===== config.mk =====
export PLATFORM = sky130hd
export DESIGN_NAME = rv_decode_stage
export DESIGN_NICKNAME = d
export VERILOG_FILES = /design/src/rtl/rv_pkg.sv /design/src/rtl/rv_imm_gen.sv /design/src/rtl/rv_decode_stage.sv
export SDC_FILE = /design/constraint.sdc
export NUM_CORES = 1
export LEC_CHECK = 0
export CELL_PAD_IN_SITES_DETAIL_PLACEMENT = 0
export CELL_PAD_IN_SITES_GLOBAL_PLACEMENT = 2
export CORE_ASPECT_RATIO = 0.5
export CORE_MARGIN = 5
export CORE_UTILIZATION = 19
export CTS_CLUSTER_SIZE = 16
export DETAILED_ROUTE_END_ITERATION = 10
export GPL_ROUTABILITY_DRIVEN = 0
export PLACE_DENSITY_LB_ADDON = 0.25
export SLEW_MARGIN = 20
export SYNTH_ARGS = -nofsm -noshare
export SYNTH_HDL_FRONTEND = slang
export SYNTH_SLANG_ARGS = --single-unit

===== constraint.sdc =====
create_clock -name CLK -period 1.5 [get_ports CLK]
set_input_delay 0.15 -clock CLK [delete_from_list [all_inputs] [get_ports CLK]]
set_output_delay 0.15 -clock CLK [all_outputs]
set_load 0.01 [all_outputs]

===== src/rtl/rv_pkg.sv =====
// Shared RV32I constants: ALU operation codes, major opcodes, funct3 values.
// Also provides the funct3 -> ALU operation mapping used by decode.
package rv_pkg;

    typedef enum logic [3:0] {
        ALU_ADD  = 4'd0,
        ALU_SUB  = 4'd1,
        ALU_SLL  = 4'd3,
        ALU_SRL  = 4'd4,
        ALU_SRA  = 4'd5,
        ALU_SLTU = 4'd6,
        ALU_SLT  = 4'd7,
        ALU_OR   = 4'd8,
        ALU_AND  = 4'd9,
        ALU_XOR  = 4'd10,
        ALU_LUI  = 4'd11
    } alu_op_e;

    localparam logic [6:0] OPC_OP     = 7'b0110011;
    localparam logic [6:0] OPC_OP_IMM = 7'b0010011;
    localparam logic [6:0] OPC_LUI    = 7'b0110111;
    localparam logic [6:0] OPC_AUIPC  = 7'b0010111;

    localparam logic [2:0] F3_ADD  = 3'b000;
    localparam logic [2:0] F3_SLL  = 3'b001;
    localparam logic [2:0] F3_SLT  = 3'b010;
    localparam logic [2:0] F3_SLTU = 3'b011;
    localparam logic [2:0] F3_XOR  = 3'b100;
    localparam logic [2:0] F3_SR   = 3'b101;
    localparam logic [2:0] F3_OR   = 3'b110;
    localparam logic [2:0] F3_AND  = 3'b111;

    localparam logic [6:0] F7_ZERO = 7'b0000000;
    localparam logic [6:0] F7_ALT  = 7'b0100000;

    // alt selects SUB for funct3=000 and SRA for funct3=101
    function automatic alu_op_e f3_op(input logic [2:0] f3,
                                      input logic alt);
        alu_op_e op;
        op = ALU_ADD;
        case (f3)
            F3_ADD:  op = alt ? ALU_SUB : ALU_ADD;
            F3_SLL:  op = ALU_SLL;
            F3_SLT:  op = ALU_SLT;
            F3_SLTU: op = ALU_SLTU;
            F3_XOR:  op = ALU_XOR;
            F3_SR:   op = alt ? ALU_SRA : ALU_SRL;
            F3_OR:   op = ALU_OR;
            F3_AND:  op = ALU_AND;
            default: op = ALU_ADD;
        endcase
        return op;
    endfunction

endpackage


===== src/rtl/rv_imm_gen.sv =====
// Combinational immediate extraction for I-type and U-type encodings.
// Shared with the branch and load/store stages.
module rv_imm_gen #(
    parameter int W = 32
) (
    input  logic [31:0]  instr,
    output logic [W-1:0] imm_i,
    output logic [W-1:0] imm_u
);

    logic unused_low;

    assign imm_i = W'($signed(instr[31:20]));
    assign imm_u = W'($signed({instr[31:12], 12'b0}));

    assign unused_low = ^instr[11:0];

endmodule


===== src/rtl/rv_decode_stage.sv =====
// RV32I decode stage (OP, OP-IMM, LUI, AUIPC) with a one-entry ID/EX register.
// Define RV_DECODE_FORWARD_EN to add the FWD_* operand bypass inputs.
module rv_decode_stage
    import rv_pkg::*;
#(
    parameter int WORDSIZE = 32,
    parameter int OPSIZE   = 32,
    parameter int REGIDX   = 5
) (
    input  logic                CLK,
    input  logic                RST,
    input  logic                IN_VALID,
    output logic                IN_READY,
    input  logic [31:0]         IN_INSTR,
    input  logic [WORDSIZE-1:0] IN_PC,
    output logic [REGIDX-1:0]   RS1_IDX,
    output logic [REGIDX-1:0]   RS2_IDX,
    input  logic [WORDSIZE-1:0] RS1_DATA,
    input  logic [WORDSIZE-1:0] RS2_DATA,
`ifdef RV_DECODE_FORWARD_EN
    input  logic                FWD_VALID,
    input  logic [REGIDX-1:0]   FWD_RD,
    input  logic [WORDSIZE-1:0] FWD_DATA,
`endif
    input  logic                FLUSH,
    output logic                OUT_VALID,
    input  logic                OUT_READY,
    output logic [WORDSIZE-1:0] OUT_A,
    output logic [WORDSIZE-1:0] OUT_B,
    output logic [OPSIZE-1:0]   OUT_OP,
    output logic [REGIDX-1:0]   OUT_RD,
    output logic                OUT_WE,
    output logic [WORDSIZE-1:0] OUT_PC,
    output logic                OUT_ILLEGAL
);

    logic [6:0]          opcode;
    logic [2:0]          f3;
    logic [6:0]          f7;
    logic [REGIDX-1:0]   rd;
    logic [WORDSIZE-1:0] imm_i;
    logic [WORDSIZE-1:0] imm_u;
    logic [WORDSIZE-1:0] rs1_val;
    logic [WORDSIZE-1:0] rs2_val;
    logic [WORDSIZE-1:0] a;
    logic [WORDSIZE-1:0] b;
    alu_op_e             op;
    logic                legal;
    logic                accept;

    assign opcode  = IN_INSTR[6:0];
    assign f3      = IN_INSTR[14:12];
    assign f7      = IN_INSTR[31:25];
    assign rd      = REGIDX'(IN_INSTR[11:7]);
    assign RS1_IDX = REGIDX'(IN_INSTR[19:15]);
    assign RS2_IDX = REGIDX'(IN_INSTR[24:20]);

    assign IN_READY = !OUT_VALID || OUT_READY;
    assign accept   = IN_VALID && IN_READY && !FLUSH;

`ifdef RV_DECODE_FORWARD_EN
    // x0 is never bypassed: its read value is architecturally zero
    assign rs1_val = (FWD_VALID && FWD_RD != '0 && FWD_RD == RS1_IDX)
                   ? FWD_DATA : RS1_DATA;
    assign rs2_val = (FWD_VALID && FWD_RD != '0 && FWD_RD == RS2_IDX)
                   ? FWD_DATA : RS2_DATA;
`else
    assign rs1_val = RS1_DATA;
    assign rs2_val = RS2_DATA;
`endif

    rv_imm_gen #(.W(WORDSIZE)) u_imm (
        .instr (IN_INSTR),
        .imm_i (imm_i),
        .imm_u (imm_u)
    );

    always_comb begin
        legal = 1'b0;
        op    = ALU_ADD;
        a     = '0;
        b     = '0;
        unique case (1'b1)
            (opcode == OPC_OP): begin
                a     = rs1_val;
                b     = rs2_val;
                op    = f3_op(f3, IN_INSTR[30]);
                legal = (f7 == F7_ZERO)
                     || (f7 == F7_ALT && (f3 == F3_ADD || f3 == F3_SR));
                if (f3 == F3_SLL || f3 == F3_SR)
                    b = WORDSIZE'(rs2_val[4:0]);
            end
            (opcode == OPC_OP_IMM): begin
                a     = rs1_val;
                b     = imm_i;
                // bit 30 is immediate data except on right shifts
                op    = f3_op(f3, IN_INSTR[30] && f3 == F3_SR);
                legal = 1'b1;
                if (f3 == F3_SLL) begin
                    legal = (f7 == F7_ZERO);
                    b     = WORDSIZE'(IN_INSTR[24:20]);
                end else if (f3 == F3_SR) begin
                    legal = (f7 == F7_ZERO) || (f7 == F7_ALT);
                    b     = WORDSIZE'(IN_INSTR[24:20]);
                end
            end
            (opcode == OPC_LUI): begin
                a     = WORDSIZE'(IN_INSTR[31:12]);
                b     = '0;
                op    = ALU_LUI;
                legal = 1'b1;
            end
            (opcode == OPC_AUIPC): begin
                a     = IN_PC;
                b     = imm_u;
                op    = ALU_ADD;
                legal = 1'b1;
            end
            default: legal = 1'b0;
        endcase
        if (!legal) begin
            op = ALU_ADD;
            a  = '0;
            b  = '0;
        end
    end

    always_ff @(posedge CLK) begin
        if (RST) begin
            OUT_VALID   <= 1'b0;
            OUT_A       <= '0;
            OUT_B       <= '0;
            OUT_OP      <= '0;
            OUT_RD      <= '0;
            OUT_WE      <= 1'b0;
            OUT_PC      <= '0;
            OUT_ILLEGAL <= 1'b0;
        end else if (FLUSH) begin
            OUT_VALID <= 1'b0;
        end else if (accept) begin
            OUT_VALID   <= 1'b1;
            OUT_A       <= a;
            OUT_B       <= b;
            OUT_OP      <= OPSIZE'(op);
            OUT_RD      <= rd;
            OUT_WE      <= legal && (rd != '0);
            OUT_PC      <= IN_PC;
            OUT_ILLEGAL <= !legal;
        end else if (OUT_READY) begin
            OUT_VALID <= 1'b0;
        end
    end

endmodule


==> results by group <==
STA
  – Hold Fails Final Rpt: 0
  – Final WS setup: -0.1699 ns
  – Fmax: 598.8 MHz
  – Period utilization: 1.113
  – Final setup fails: about 80
  – Fin crit period: between 1.5 and 2 ns
  – RSZ-0062 raised after global routing: true
  – Final Max Tran Viols: 0
  – Fin Clk Skew: between 0.009 and 0.01 ns
  – Setup TNS: -7.873 ns

Placed design
  – Dpl hpwl: roughly 18000 um
  – Placed insts: 1271
  – Port Buffers: about 250
  – DP Area: between 8000 and 9000 um2

Critical path
  – Critical path peak fanout: 7
  – Crit path kind: register to register
  – Cell family with most CP delay: simple AND/OR/NAND/NOR gates
  – Worst path cell trace: nor2b_4 > or3_4 > buf_6 > nor2_4 > buf_6 > buf_12 > a22oi_2 > nor2_4
  – Worst path slowest cell: or3_4
  – CP arrival: around 2 ns
  – Critical Path Start Type: register
  – Crit path buf inv count: 3
  – Max stage delay on crit path: between 0.3 and 0.4 ns
  – CP endpoint kind: register
  – Critical Path RT: between 1.5 and 2 ns

Clocking
  – Skew-Pair Late Insertion Delay: ~0.37 ns
  – TritonCTS clock tree: done
  – Clock Sinks: ~110
  – CTS Hold Bufs: 0
  – Clock Tree Buf Depth: 2
  – H-tree level count: 3
  – TritonCTS buffer count: 9
  – CTS root buf: clkbuf_16
  – Worst-path clk slew: around 0.08 ns

Yosys
  – Proportion of netlist area held by the largest area contributor: 0.4113
  – Main area contributors after synthesis: dfxtp_1 41%, nand2_1 7.6%, a21oi_1 7.4%, buf_4 5.7%, mux2i_1 5.0%
  – Register area share after synthesis: 0.4113
  – Cell with the most instances after synthesis: dfxtp_1
  – Simple-Gate Fraction of Synth Area: 0.1885
  – Number of synthesized flops with an enable pin: 0
  – Avg Cell Area, Syn: 8.410 um2
  – Synth Area in Compound Gates: 0.2373
  – Main combinational cell family by area after synthesis: compound AO/OA/AOI/OAI gates
  – Ys async rst share: 0
  – Post-synth top flop: dfxtp_1
  – Yosys top cell by area: dfxtp_1
  – Syn Inst Count: approximately 630
  – Multiplexer share of the synthesized area: 0.05165
  – Synthesized area: around 5300 um2
  – Yosys Warn Count: 0
  – Post-Synth XOR/XNOR Area: 0.001666
  – Library cells used by synthesis: between 50 and 60
  – Register bit total from synthesis: between 100 and 150
  – Post-synth top cells: 108 x dfxtp_1, 106 x nand2_1, 78 x a21oi_1, 57 x nor2_1, 40 x buf_4
  – Synth Area in Adders: 0

Route
  – # DRC: 0
  – 1st-pass router iterations: 5
  – Vias per inst: roughly 4.3
  – Initial drt markers: about 320
  – Antenna-violating nets left: 0
  – Drt wl/cell: between 15 and 20 um
  – Detailed Route WL: between 20000 and 25000 um
  – Vias: between 5000 and 6000

Pwr
  – Final Power: a little under 7 mW
  – Power per cell area: around 730 nW/um2
  – Lkg Pwr: ~3.7 nW
  – Maximum VDD drop: about 0.50 mV

Finish
  – Final nets: roughly 1100
  – Layout area overhead: 78.53%
  – Layout cells sized above 1: 0.2006
  – Final std cell area, no fill: between 9000 and 10000 um2
  – Finished Layout Cells: between 1000 and 1500

Status
  – Status: complete, but fails checks
  – Violated checks: negative setup slack

Floorplanning
  – Initial Util: 0.1912
  – Die X: approximately 250 um
  – Die height: 127.6 um
  – DIE AREA: approximately 31000 um2
  – Core area: between 20000 and 30000 um2
  – Ports: between 200 and 300
  – Number of core rows: 43

Global route
  – GR Overflow Total: 0
  – Initial antenna violation count: 1
  – Vias in the first global route: 5696
  – Overall Global Routing Usage: 0.1492
  – First-pass GRT wire length: about 36000 um
  – Largest net degree at the start of global routing: 31

Job
  – Reported max-cap violation count: 0

Worst hold path
  – Worst hold path type: primary input to register
[per-layer routing]
layer / part of all wire / track usage
met1: 0.43 / 0.1770
met5: 0 / 0
met4: 0.014 / 0.03856
met2: 0.51 / 0.2704
met3: 0.044 / 0.03846
[metrics by stage]
| step | hold WS [ns] | util | worst slack, ns |
|---|---|---|---|
| floorplan | 0.2153 | - | -0.02579 |
| global placement | 0.4417 | 0.3106 | -0.6044 |
| detailed placement | 0.4422 | 0.3106 | -0.6444 |
| CTS | 0.1111 | 0.3300 | -0.1415 |
| global route | 0.1730 | 0.3413 | -0.2195 |
| finish | 0.1704 | 0.3413 | -0.1699 |
[logic make-up after synthesis]
| kind of cell | Yosys count |
|---|---|
| buffers and inverters | 95 |
| other | 1 |
| AOI/OAI and AO/OA | 187 |
| and+or+nand+nor | 206 |
| muxes | 27 |
| DFF | 108 |
| xor gates and xnor gates | 1 |
[sequential cells by signal (all words and copies together) (netlist names)]
register,count
OUT_VALID,1
OUT_ILLEGAL,1
OUT_A,32
OUT_OP,4
OUT_B,32
OUT_RD,5
OUT_PC,32
OUT_WE,1
[final cells by class]
class	count	area, um2
fill	2875	18110
timing repair buffer	348	3582
multi-input combinational	450	2858
sequential	108	2163
tap	382	478.0
clock buffer	9	225.2
clock inverter	7	56.30
inverter	5	18.77
antenna	1	2.502
[final timing paths]
kind                            depth (start not counted)    endpoint       start  slack, ns
worst max-delay path                                    8   OUT_A[10]   OUT_VALID      -0.17
worst min-delay path                                    2   OUT_A[31]         RST       0.17
worst max register to register                          8   OUT_A[10]   OUT_VALID      -0.17
worst min register to register                          2  OUT_PC[29]  OUT_PC[29]       0.46
[repair_timing]
action                                  4_1_cts  5_1_grt
setup buffers                                 9        3
gates cloned                                  3        8
hold endpoints to repair                      0        0
pin swaps                                    13       23
gates resized for setup                      35       44
endpoints found under the setup margin       96      106
[power by group]
group          internal [mW]  leakage, nW  total (mW)  switching, mW
clock                   1.15        0.137        2.40           1.25
sequential              2.92        0.875        2.94         0.0267
combinational          0.788         2.72        1.50          0.711
[cells in the final DEF (no fill, tap or decap), types with 7 or more instances in the layout]
cell type,netlist,routed
a22oi_2,0,22
mux2i_1,26,26
clkdlybuf4s50_1,0,228
clkbuf_16,0,14
buf_12,0,10
conb_1,1,28
dlygate4sd2_1,0,9
a21oi_1,78,78
dlymetal6s2s_1,0,11
buf_6,4,10
dfxtp_1,108,107
nor2_1,57,52
a21o_1,7,7
a222oi_1,11,11
nand2_1,106,100
o21ai_0,23,23
a22o_1,26,26
buf_4,40,65
nor2_4,11,12
(Power assumes the default switching activity.)
